<file path="src/rtl/fetch_queue_pkg.sv">
// Shared types for the fetch queue: entry layout, control states and word widths.
package fetch_queue_pkg;

    localparam int INSNBITS_SIZE = 32;
    localparam int GPR_SIZE      = 64;
    localparam int FQ_DEPTH      = 8;

    typedef struct packed {
        logic [INSNBITS_SIZE-1:0] insnbits;
        logic [GPR_SIZE-1:0]      pc;
    } fq_entry_t;

    typedef enum logic [1:0] {
        FQ_RUN,
        FQ_DRAIN,
        FQ_HALTED
    } fq_state_t;

endpackage

</file>
<file path="src/rtl/fetch_queue_if.sv">
// Fetch-side and dispatch-side handshake bundle of the fetch queue.
interface fetch_queue_if #(
    parameter int DEPTH = 8
) ();
    import fetch_queue_pkg::*;

    localparam int CNT_W = $clog2(DEPTH) + 1;

    logic                     in_f_done;
    logic [INSNBITS_SIZE-1:0] in_f_insnbits;
    logic [GPR_SIZE-1:0]      in_f_pc;
    logic                     out_f_ready;
    logic                     in_rob_mispredict;
    logic                     out_d_done;
    logic [INSNBITS_SIZE-1:0] out_d_insnbits;
    logic [GPR_SIZE-1:0]      out_d_pc;
    logic                     in_d_ready;
    logic [CNT_W-1:0]         out_count;
    logic                     out_halted;

    // The master side is the pipeline around the queue (fetch, dispatch, ROB).
    modport master (
        output in_f_done, in_f_insnbits, in_f_pc, in_rob_mispredict, in_d_ready,
        input  out_f_ready, out_d_done, out_d_insnbits, out_d_pc, out_count, out_halted
    );

    modport slave (
        input  in_f_done, in_f_insnbits, in_f_pc, in_rob_mispredict, in_d_ready,
        output out_f_ready, out_d_done, out_d_insnbits, out_d_pc, out_count, out_halted
    );

endinterface

</file>
<file path="src/rtl/fq_storage.sv">
// Entry array for the fetch queue: one synchronous write port, one asynchronous read port.
module fq_storage
    import fetch_queue_pkg::*;
#(
    parameter int DEPTH = 8
) (
    input  logic                     clk,
    input  logic                     we,
    input  logic [$clog2(DEPTH)-1:0] waddr,
    input  fq_entry_t                wdata,
    input  logic [$clog2(DEPTH)-1:0] raddr,
    output fq_entry_t                rdata
);

    // No reset: the controller's occupancy count decides which entries are meaningful.
    fq_entry_t mem [DEPTH];

    always_ff @(posedge clk) begin
        if (we) begin
            mem[waddr] <= wdata;
        end
    end

    assign rdata = mem[raddr];

endmodule

</file>
<file path="src/rtl/fetch_queue.sv">
// Instruction buffer between fetch and dispatch with ROB flush and end-of-program drain/halt.
module fetch_queue
    import fetch_queue_pkg::*;
#(
    parameter int DEPTH = 8
) (
    input logic        in_clk,
    input logic        in_rst_n,
    fetch_queue_if.slave bus
);

    localparam int PTR_W = $clog2(DEPTH);
    localparam int CNT_W = $clog2(DEPTH) + 1;

    logic [PTR_W-1:0] head;
    logic [PTR_W-1:0] tail;
    logic [CNT_W-1:0] count;
    fq_state_t        state;

    logic      f_ready;
    logic      d_valid;
    logic      accept;
    logic      push;
    logic      pop;
    logic      end_marker;
    fq_entry_t wdata;
    fq_entry_t rdata;

    assign f_ready    = (count != CNT_W'(DEPTH)) && (state == FQ_RUN);
    assign d_valid    = (count != '0);
    assign accept     = bus.in_f_done && f_ready && !bus.in_rob_mispredict;
    assign push       = accept && (bus.in_f_insnbits != '0);
    assign end_marker = accept && (bus.in_f_insnbits == '0);
    assign pop        = d_valid && bus.in_d_ready && !bus.in_rob_mispredict;

    assign wdata.insnbits = bus.in_f_insnbits;
    assign wdata.pc       = bus.in_f_pc;

    fq_storage #(
        .DEPTH (DEPTH)
    ) u_storage (
        .clk   (in_clk),
        .we    (push),
        .waddr (tail),
        .wdata (wdata),
        .raddr (head),
        .rdata (rdata)
    );

    // Pointers, occupancy and the run/drain/halt sequencing; a flush wins over any handshake.
    always_ff @(posedge in_clk or negedge in_rst_n) begin
        if (!in_rst_n) begin
            head  <= '0;
            tail  <= '0;
            count <= '0;
            state <= FQ_RUN;
        end else if (bus.in_rob_mispredict) begin
            head  <= '0;
            tail  <= '0;
            count <= '0;
            state <= FQ_RUN;
        end else begin
            if (push) begin
                tail <= tail + PTR_W'(1);
            end
            if (pop) begin
                head <= head + PTR_W'(1);
            end
            case ({push, pop})
                2'b10:   count <= count + CNT_W'(1);
                2'b01:   count <= count - CNT_W'(1);
                default: count <= count;
            endcase
            case (state)
                FQ_RUN: begin
                    if (end_marker) begin
                        state <= FQ_DRAIN;
                    end
                end
                FQ_DRAIN: begin
                    if ((count == '0) || ((count == CNT_W'(1)) && pop)) begin
                        state <= FQ_HALTED;
                    end
                end
                FQ_HALTED: state <= FQ_HALTED;
                default:   state <= FQ_RUN;
            endcase
        end
    end

    assign bus.out_f_ready    = f_ready;
    assign bus.out_d_done     = d_valid;
    assign bus.out_d_insnbits = d_valid ? rdata.insnbits : '0;
    assign bus.out_d_pc       = d_valid ? rdata.pc : '0;
    assign bus.out_count      = count;
    assign bus.out_halted     = (state == FQ_HALTED);

endmodule

</file>
<file path="src/flat_wrapper.sv">
// flat-port wrapper written by rule: the top's interface ports become plain ports
module fetch_queue_flat import fetch_queue_pkg::*;
#(
    parameter int DEPTH = 8
)
  (in_clk, in_rst_n, bus_in_f_done, bus_in_f_insnbits, bus_in_f_pc, bus_in_rob_mispredict, bus_in_d_ready, bus_out_f_ready, bus_out_d_done, bus_out_d_insnbits, bus_out_d_pc, bus_out_count, bus_out_halted);
  fetch_queue_if #(.DEPTH(DEPTH)) bus_i ();
  input logic in_clk;
  input logic in_rst_n;
  input wire logic [$bits(bus_i.in_f_done)-1:0] bus_in_f_done;
  input wire logic [$bits(bus_i.in_f_insnbits)-1:0] bus_in_f_insnbits;
  input wire logic [$bits(bus_i.in_f_pc)-1:0] bus_in_f_pc;
  input wire logic [$bits(bus_i.in_rob_mispredict)-1:0] bus_in_rob_mispredict;
  input wire logic [$bits(bus_i.in_d_ready)-1:0] bus_in_d_ready;
  output wire logic [$bits(bus_i.out_f_ready)-1:0] bus_out_f_ready;
  output wire logic [$bits(bus_i.out_d_done)-1:0] bus_out_d_done;
  output wire logic [$bits(bus_i.out_d_insnbits)-1:0] bus_out_d_insnbits;
  output wire logic [$bits(bus_i.out_d_pc)-1:0] bus_out_d_pc;
  output wire logic [$bits(bus_i.out_count)-1:0] bus_out_count;
  output wire logic [$bits(bus_i.out_halted)-1:0] bus_out_halted;
  assign bus_i.in_f_done = bus_in_f_done;
  assign bus_i.in_f_insnbits = bus_in_f_insnbits;
  assign bus_i.in_f_pc = bus_in_f_pc;
  assign bus_i.in_rob_mispredict = bus_in_rob_mispredict;
  assign bus_i.in_d_ready = bus_in_d_ready;
  assign bus_out_f_ready = bus_i.out_f_ready;
  assign bus_out_d_done = bus_i.out_d_done;
  assign bus_out_d_insnbits = bus_i.out_d_insnbits;
  assign bus_out_d_pc = bus_i.out_d_pc;
  assign bus_out_count = bus_i.out_count;
  assign bus_out_halted = bus_i.out_halted;
  fetch_queue #(.DEPTH(DEPTH)) u_core (.in_clk(in_clk), .in_rst_n(in_rst_n), .bus(bus_i));
endmodule
</file>
<file path="config.mk">
export PLATFORM = sky130hd
export DESIGN_NAME = fetch_queue_flat
export DESIGN_NICKNAME = d
export VERILOG_FILES = /design/src/rtl/fetch_queue_pkg.sv /design/src/rtl/fetch_queue_if.sv /design/src/rtl/fq_storage.sv /design/src/rtl/fetch_queue.sv /design/src/flat_wrapper.sv
export SDC_FILE = /design/constraint.sdc
export NUM_CORES = 1
export LEC_CHECK = 0
export CORE_ASPECT_RATIO = 1.1
export CORE_MARGIN = 4
export CORE_UTILIZATION = 55
export DETAILED_ROUTE_END_ITERATION = 10
export PLACE_DENSITY_LB_ADDON = 0.2
export SETUP_SLACK_MARGIN = 0.5
export SYNTH_ARGS = -nofsm -noshare
export SYNTH_HDL_FRONTEND = slang
export SYNTH_SLANG_ARGS = --single-unit
</file>
<file path="constraint.sdc">
create_clock -name in_clk -period 23.8 [get_ports in_clk]
set_clock_uncertainty 0.15 [all_clocks]
set_input_delay 2.38 -clock in_clk [delete_from_list [all_inputs] [get_ports in_clk]]
set_output_delay 2.38 -clock in_clk [all_outputs]
set_load 0.03 [all_outputs]
</file>
Word-level counts from Yosys, hierarchy flattened
Memories as Yosys holds them, arrays and structs flattened.
Cells that the tools add are included.
- bits in writable memories: 768
- bits in registers: 12
- output and inout port bits: 103
- memories kept: 1
- logic and storage cells: 50
- mux-type cells: 14
- eq/ne operators: 8
- $add $sub $neg: 4
- reductions and logical operators: 19
- memory list (name ; depth ; bits a word ; read ports ; clocked after Yosys merged registers in ; wr ports ; RTL line ; source):
    u_core.u_storage.mem ; 8 ; 96 ; 1 ; 0 ; 1 ; fq_storage.sv:16 ; fq_entry_t mem [DEPTH];
- operator list (operator ; count):
    $mux 64 ; 1
    $logic_not 32->1 ; 1
    $mux 32 ; 1
    $reduce_bool 32->1 ; 1
    $mux 3 ; 4
    $logic_and 1x1->1 ; 8
    $pmux 4 s2 ; 1
    $add 3x1->3 const B ; 2
    $mux 2 ; 3
    $ne 3x2->1 const B ; 2
    $pmux 2 s3 ; 1
    $add 4x1->4 const B ; 1
    $eq 2x1->1 const B ; 2
    $eq 2x2->1 const B ; 2
    $eq 4x1->1 const B ; 1
    $logic_not 4->1 ; 1
    $mux 4 ; 1
    $ne 4x4->1 const B ; 1
    $reduce_bool 2->1 ; 2
    $reduce_bool 4->1 ; 1
    $sub 4x1->4 const B ; 1
    $reduce_bool 3->1 ; 1
    $logic_not 2->1 ; 1
    $mux 1 ; 2
    3 further kinds ; 3

Logic depth before layout (Yosys ltp)
Gate-level depths: netlist (run 1).
- depth after elaboration: 8
- mapped depth: 9

By module
Synthesis (run 1) repeated with hierarchy kept, for this count alone.
- cell total of the unflattened synthesis: 1330
- area, all modules: 30469.2 um^2
- modules (own cells, without submodules) (module ; cells each ; instances ; area an instance (um^2)):
    fq_storage ; 1123 ; 1 ; 28884.0
    fetch_queue ; 207 ; 1 ; 1585.3

Least setup slack after synthesis (run 1)
Ideal clock, no wire load.
- path kind: input port to flip-flop
- start: in bus_in_rob_mispredict
- end: mem u_core.u_storage.mem[0][0] in the netlist's numbering (enable)
- data required time: 22.864 ns
- stages: 5
- data arrival time: 12.101 ns
- slack: 10.763 ns
- cells stage by stage: inv_1 nand4_4 a21o_4 buf_4 nor4_1
- cells in the longest elaborated chain, start to end: 5
- ends and longest elaborated chain (element ; RTL line ; source):
    start, declared ; flat_wrapper.sv:13 ; input wire logic [$bits(bus_i.in_rob_mispredict)-1:0] bus_in_rob_mispredict;
    $logic_not 1->1 ; fetch_queue.sv:31 ; assign accept = bus.in_f_done && f_ready && !bus.in_rob_mispredict;
    $logic_and 1x1->1 ; fetch_queue.sv:31 ;
    $logic_and 1x1->1 ; fetch_queue.sv:32 ; assign push = accept && (bus.in_f_insnbits != '0);
    $mux 1 ; fq_storage.sv:19 ; if (we) begin
    $mux 1 (not written as such) ; fq_storage.sv:20 ; mem[waddr] <= wdata;
    end, declared ; fq_storage.sv:16 ;
Every way passes these cells.

Worst setup path in the final report (run 1)
- start: reg u_core.head[0]
- end: out bus_out_d_pc[24]
- cells in the longest elaborated chain, start to end: 2
- ends and longest elaborated chain (element ; RTL line ; source):
    start, declared ; fetch_queue.sv:15 ; logic [PTR_W-1:0] head;
    start signal, assigned ; fetch_queue.sv:67 ; head <= head + PTR_W'(1);
    $mem_v2 8x96 ; -- ;
    $mux 64 ; fetch_queue.sv:94 ; assign bus.out_d_pc = d_valid ? rdata.pc : '0;
    end, declared ; flat_wrapper.sv:18 ; output wire logic [$bits(bus_i.out_d_pc)-1:0] bus_out_d_pc;
Every way passes these cells.

==> impl_metrics.csv, run 1 <==
group,metric,value,unit
run_status,status,"complete, no violations",
die,coreArea,53900,µm²
cts,cts_buffer_depth,3,
final_layout,fillerInstances,3591,
timing,fmax,127,MHz
yosys,ys_warn_count,0,
route,wl_per_cell,26.0,µm
route,ant_nets,0,
cts,clock_sinks,780,
grt,grt_pass1_wl,93.0,mm
power,total_leakage_power,10.7,nW
setup_path,worstRegToRegCells,8,
setup_path,end_kind,"primary output",
yosys,ys.flop_type,"edfxtp_1",
setup_path,startpoint,"u_core.head[0]$_DFFE_PN0P_",
timing,fin_crit,7.87,ns
setup_path,cp.arrival,5.34,ns
yosys,syn-num-nets,1435,
setup_path,rr_endpoint,"u_core.u_storage.mem[4][11]$_DFFE_PP_",
die,start_util,55.8,%
final_layout,fin_nets,1672,
cts,clkSlewWorstSetupHoldPaths,0.06,ns
setup_path,cp-start-kind,"flop",
cts,cts_buffers,76,
timing,worstMarginPinSlew,1.10,ns
route,via_count,14000,
route,routed_wirelength,61.2,mm
setup_path,required,21.27,ns
final_layout,drive_gt1_share,20.8,%
power,power_density,106,nW/µm²
route,drtIter0Drc,1222,
timing,hold_ws,0.451,ns
yosys,synth_cells,1326,
grt,antenna_found_initial,5,
final_layout,layoutNonFillerInstCount,2350,
placed_design,portBuffers,203,
setup_path,path_class,"flop to primary output",
die,die_area,58500,µm²
timing,setup_violations,0,
worst_hold_path,min_from,"u_core.state[0]$_DFFE_PN0P_",
cts,ctsResizeCount,0,
timing,hold_viol_final,0,
die,rows,89,
cts,cts_tree,"built",
setup_path,reg2reg_slack,19.43,ns
final_layout,final_cell_mix,"edfxtp_1, clkdlybuf4s50_1, mux4_2",
timing,slew_viol_final,0,
grt,overflow,0,
route,vias_per_cell,5.94,
final_layout,mostFrequentLayoutCell,"edfxtp_1",
setup_path,r2r-start,"u_core.bus.out_count[0]$_DFFE_PN0P_",
yosys,synth-seq-cells,780,
timing,slew_headroom,26.7,%
grt,gr-usage-all-layers,21.2,%
route,drc,0,
placed_design,place_inst,2213,
timing,setup_ws,15.93,ns
run,drv_cap,0,
placed_design,place_congestion,0.748,
die,ios,204,
die,die_x,231,µm
route,dr.pass1.iters,7,
die,die_y,253,µm
yosys,syn-cell-area,30100,µm²
final_layout,area_growth,17.3,%
cts,h-tree-depth,3,
timing,tns,0,ns
placed_design,dp_hpwl,31.6,mm
cts,clockRootBuffer,"clkbuf_16",
yosys,ys_seq_area_share,77.7,%
setup_path,cp_max_fo,47,
cts,ctsHoldBuffers,0,
grt,grt_start_max_net_pins,97,
worst_hold_path,min_to,"u_core.state[0]$_DFFE_PN0P_",
timing,fin_crit_sh,33.1,%
worst_hold_path,whs_path_depth,2,
timing,rsz0062_at_grt,"no",
grt,grt_pass1_vias,14900,
yosys,synth_cell_types,41,
yosys,synth_edf_count,768,
placed_design,dp_slack,16.27,ns
cts,postCtsSetupRepairBufs,0,
worst_hold_path,worstHoldPathType,"flop to flop",
cts,clock_latency,0.60,ns
yosys,syn_avg_cell_area,22.7,µm²
power,ir_worst_vdd,0.000116,V
yosys,async_flop_share,1.54,%
-- metal layers --
layer | track usage, % | vias up | wire [µm]
li1 | - | 6015 | -
met1 | 30.3 | 7416 | 25800
met2 | 34.4 | 454 | 30100
met3 | 3.95 | 81 | 3970
met4 | 6.14 | 4 | 1220
met5 | 0 | - | 34
-- worst max-delay path, cell delays in order, from the launching register on --
cell             delay, ns
dfrtp_4               0.64
buf_4                 0.74
buf_4                 0.86
buf_4                 0.85
mux4_2                0.59
mux2i_1               0.20
nor2_1                0.11
clkdlybuf4s50_1       0.67
-- kinds of logic after synthesis --
logic type / synth area share (%)
muxes: 17.8
DFF: 77.7
and+or+nand+nor: 2.41
AOI/OAI and AO/OA: 0.458
buffers and inverters: 1.21
xor gates and xnor gates: 0.117
adders and majority gates: 0.333
-- synth_stat cells, types with 5 or more instances --
| library cell | number | area share (%) |
|---|---|---|
| buf_2 | 18 | 0.30 |
| dfrtp_1 | 12 | 1.0 |
| ha_1 | 8 | 0.33 |
| nand2_1 | 11 | 0.14 |
| a21oi_1 | 5 | 0.083 |
| nor4_2 | 8 | 0.33 |
| clkbuf_1 | 17 | 0.21 |
| buf_1 | 22 | 0.27 |
| inv_1 | 9 | 0.11 |
| mux2i_1 | 99 | 3.3 |
| nor2_1 | 102 | 1.3 |
| mux4_2 | 192 | 14 |
| buf_4 | 11 | 0.27 |
| edfxtp_1 | 768 | 77 |
-- through the flow --
step	utilization, %	instance area [µm²]	total power, W
6_report	65.4	35300	0.00373
2_1_floorplan	-	30100	0.00225
4_1_cts	65.4	35300	0.00378
3_5_place_dp	61.1	32900	0.00265
5_1_grt	65.4	35300	0.00389
3_3_place_gp	61.1	32900	0.00265
-- registers in the layout (all words and copies together), names as in the netlist --
register              flops
u_core.u_storage.mem    768
u_core.bus.out_count      4
u_core.head               3
u_core.tail               3
u_core.state              2
-- worst max-delay path by stage --
stage,to,cells after the start
6_report,bus_out_d_pc[24],7
3_3_place_gp,bus_out_d_pc[26],7
2_1_floorplan,u_core.u_storage.mem[0][0]$_DFFE_PP_,5
5_1_grt,bus_out_d_pc[19],7
4_1_cts,bus_out_d_pc[32],7
3_5_place_dp,bus_out_d_insnbits[9],7
-- area by class of cell --
class | count | area (µm²) | area share, %
diodes | 3 | 7.51 | 0.0213
clock buffers | 103 | 2110 | 5.98
clock inverters | 31 | 208 | 0.589
inverters | 9 | 33.8 | 0.0958
multi-input cells | 468 | 6400 | 18.1
flip-flops and latches | 780 | 23400 | 66.3
well taps | 728 | 911 | 2.58
repair buffers | 228 | 2230 | 6.33
-- where the power goes --
group | switching (W) | internal [W]
clock network | 0.000472 | 0.000651
registers | 0.0000305 | 0.00156
logic | 0.000600 | 0.000419
(Power assumes the default switching activity.)
==> run 2: changes to the inputs <==
--- a/config.mk
+++ b/config.mk
@@ -7,7 +7,7 @@
 export LEC_CHECK = 0
 export CORE_ASPECT_RATIO = 1.1
 export CORE_MARGIN = 4
-export CORE_UTILIZATION = 55
+export CORE_UTILIZATION = 53
 export DETAILED_ROUTE_END_ITERATION = 10
 export PLACE_DENSITY_LB_ADDON = 0.2
 export SETUP_SLACK_MARGIN = 0.5
==> constraint.sdc (replaced) <==
create_clock -name in_clk -period 7.1 [get_ports in_clk]
set_clock_uncertainty 0.15 [all_clocks]
set_input_delay 0.71 -clock in_clk [delete_from_list [all_inputs] [get_ports in_clk]]
set_output_delay 0.71 -clock in_clk [all_outputs]
set_load 0.03 [all_outputs]
==> run 2 against run 1 <==
Effect of this change:
- clock-buffer cell count decreased by 13
- hold slack got worse by 0.087 ns
- register-to-register slack got worse by 16 ns
- global-route usage fell by 0.42 points
- worst setup slack got worse by 14 ns
- sequential cell count stayed put
- clock power rose to 3.5 times the previous value
- die area rose by 3.6%
- non-clock buffer count up 4
- wire length up 2.2%
- sequential power increased to 3.4 times the previous value
==> impl_metrics.csv, run 2 (synthesized netlist as in run 1, its figures left out) <==
group,metric,value,unit
cts,clockRootBuffer,"clkbuf_16",
timing,hold_viol_final,0,
setup_path,crit_slowest_cell,"dfrtp_4",
final_layout,multi_input_area,6410,µm²
run_status,status,"complete, no violations",
power,power_density,357,nW/µm²
power,ir_worst_vdd,0.000243,V
die,die_area,60600,µm²
grt,gr-usage-all-layers,20.8,%
timing,worstMarginPinSlew,1.11,ns
setup_path,cp_max_fo,45,
cts,clock_sinks,780,
final_layout,final_cell_mix,"edfxtp_1, clkdlybuf4s50_1, mux4_2",
timing,rsz0062_at_grt,"no",
die,ios,204,
cts,clkSlewWorstSetupHoldPaths,0.06,ns
route,wl_per_cell,26.3,µm
timing,fin_crit,4.73,ns
cts,postCtsSetupRepairBufs,0,
setup_path,cp.arrival,3.87,ns
cts,ctsResizeCount,0,
grt,grt_pass1_vias,14900,
power,total_leakage_power,10.8,nW
die,rows,91,
timing,tns,0,ns
worst_hold_path,worstHoldPathType,"input port to async pin",
grt,grt_pass1_wl,95.2,mm
die,coreArea,56100,µm²
cts,cts_buffer_depth,3,
final_layout,fillerInstances,3722,
die,die_y,258,µm
final_layout,regMostFlops,"u_core.u_storage.mem",
final_layout,mostFrequentLayoutCell,"edfxtp_1",
setup_path,path_class,"flop to primary output",
placed_design,place_congestion,0.749,
grt,antenna_found_initial,13,
placed_design,dp_hpwl,34.1,mm
final_layout,seq_area,23400,µm²
route,vias_per_cell,5.90,
timing,setup_violations,0,
route,via_count,14000,
setup_path,critical_path.cell_chain,"buf_4, mux4_2, mux2i_1, nor2_1, clkdlybuf4s50_1",
timing,fin_crit_sh,66.7,%
timing,setup_ws,2.37,ns
setup_path,cp-start-kind,"flop",
route,drc,0,
die,die_x,235,µm
setup_path,slowest_delay,1.02,ns
timing,slew_viol_final,0,
final_layout,area_growth,18.0,%
cts,cts_buffers,75,
placed_design,dpl_cell_area,33100,µm²
cts,cts_tree,"built",
timing,slew_headroom,25.8,%
placed_design,dp_slack,2.65,ns
placed_design,portBuffers,203,
final_layout,fin_nets,1675,
route,routed_wirelength,62.5,mm
die,start_util,53.6,%
cts,ctsHoldBuffers,0,
setup_path,end_kind,"primary output",
route,drtIter0Drc,1092,
run,drv_cap,0,
final_layout,drive_gt1_share,22.0,%
grt,grt_start_max_net_pins,160,
route,dr.pass1.iters,5,
cts,h-tree-depth,3,
final_layout,design_area,35500,µm²
setup_path,required,6.24,ns
final_layout,largest_reg_flops,768,
timing,fmax,211,MHz
route,ant_nets,0,
grt,overflow,0,
cts,clock_latency,0.59,ns
power,p_total,0.0127,W
==> run 2: cell types whose count changed in the layout (fill, tap and decap cells not counted), moves of 2 or more <==
cell / change
clkbuf_1: -13
clkinv_2: +6
buf_12: +4
clkinvlp_4: +4
bufinv_16: +3
diode_2: +3
clkbuf_16: -2
clkbuf_8: +2
inv_6: +2
==> run 2: metrics by stage <==
step	instances	hold slack (ns)	utilization, %
after global routing	2374	0.373	63.2
after floorplan	1326	0.264	-
after global placement	2233	0.428	58.9
after CTS	2369	0.328	63.2
after detailed placement	2233	0.440	58.9
final	2375	0.364	63.2
==> run 2: per-layer routing <==
metal	global-route usage (%)	wire, µm	vias up
li1	-	-	6025
met1	29.3	26600	7461
met2	33.6	31000	405
met3	4.39	3610	96
met4	6.35	1280	14
met5	0	88	-
==> run 2: worst paths after layout <==
path	cells after the start	slack [ns]	start	to
min in group in_clk	2	0.45	u_core.state[0]$_DFFE_PN0P_	u_core.state[0]$_DFFE_PN0P_
worst max register to register	7	3.29	u_core.bus.out_count[1]$_DFFE_PN0P_	u_core.u_storage.mem[4][33]$_DFFE_PP_
worst min register to register	2	0.45	u_core.state[0]$_DFFE_PN0P_	u_core.state[0]$_DFFE_PN0P_
max in group asynchronous	1	5.95	in_rst_n	u_core.head[2]$_DFFE_PN0P_
worst max-delay path	5	2.37	u_core.head[0]$_DFFE_PN0P_	bus_out_d_pc[62]
worst min-delay path	1	0.36	in_rst_n	u_core.bus.out_count[1]$_DFFE_PN0P_
==> run 2: layout make-up <==
class | instances | area share [%]
tap | 744 | 2.62
clock buffer | 90 | 5.74
multi-input combinational | 468 | 18.1
timing repair buffer | 232 | 6.52
antenna | 6 | 0.0423
inverter | 9 | 0.0952
clock inverter | 46 | 1.07
sequential | 780 | 65.9
==> run 2: critical path, delay by kind of cell, from the launching register on <==
family	cells	cell delay (ns)
buffers and inverters	2	1.30
DFF	1	1.02
muxes	2	0.77
and+or+nand+nor	1	0.09
==> run 2: power by group <==
group / switching, W / internal, W / total, W
Sequential: 0.000121 / 0.00522 / 0.00534
Clock: 0.00163 / 0.00227 / 0.00390
Combinational: 0.00201 / 0.00142 / 0.00343
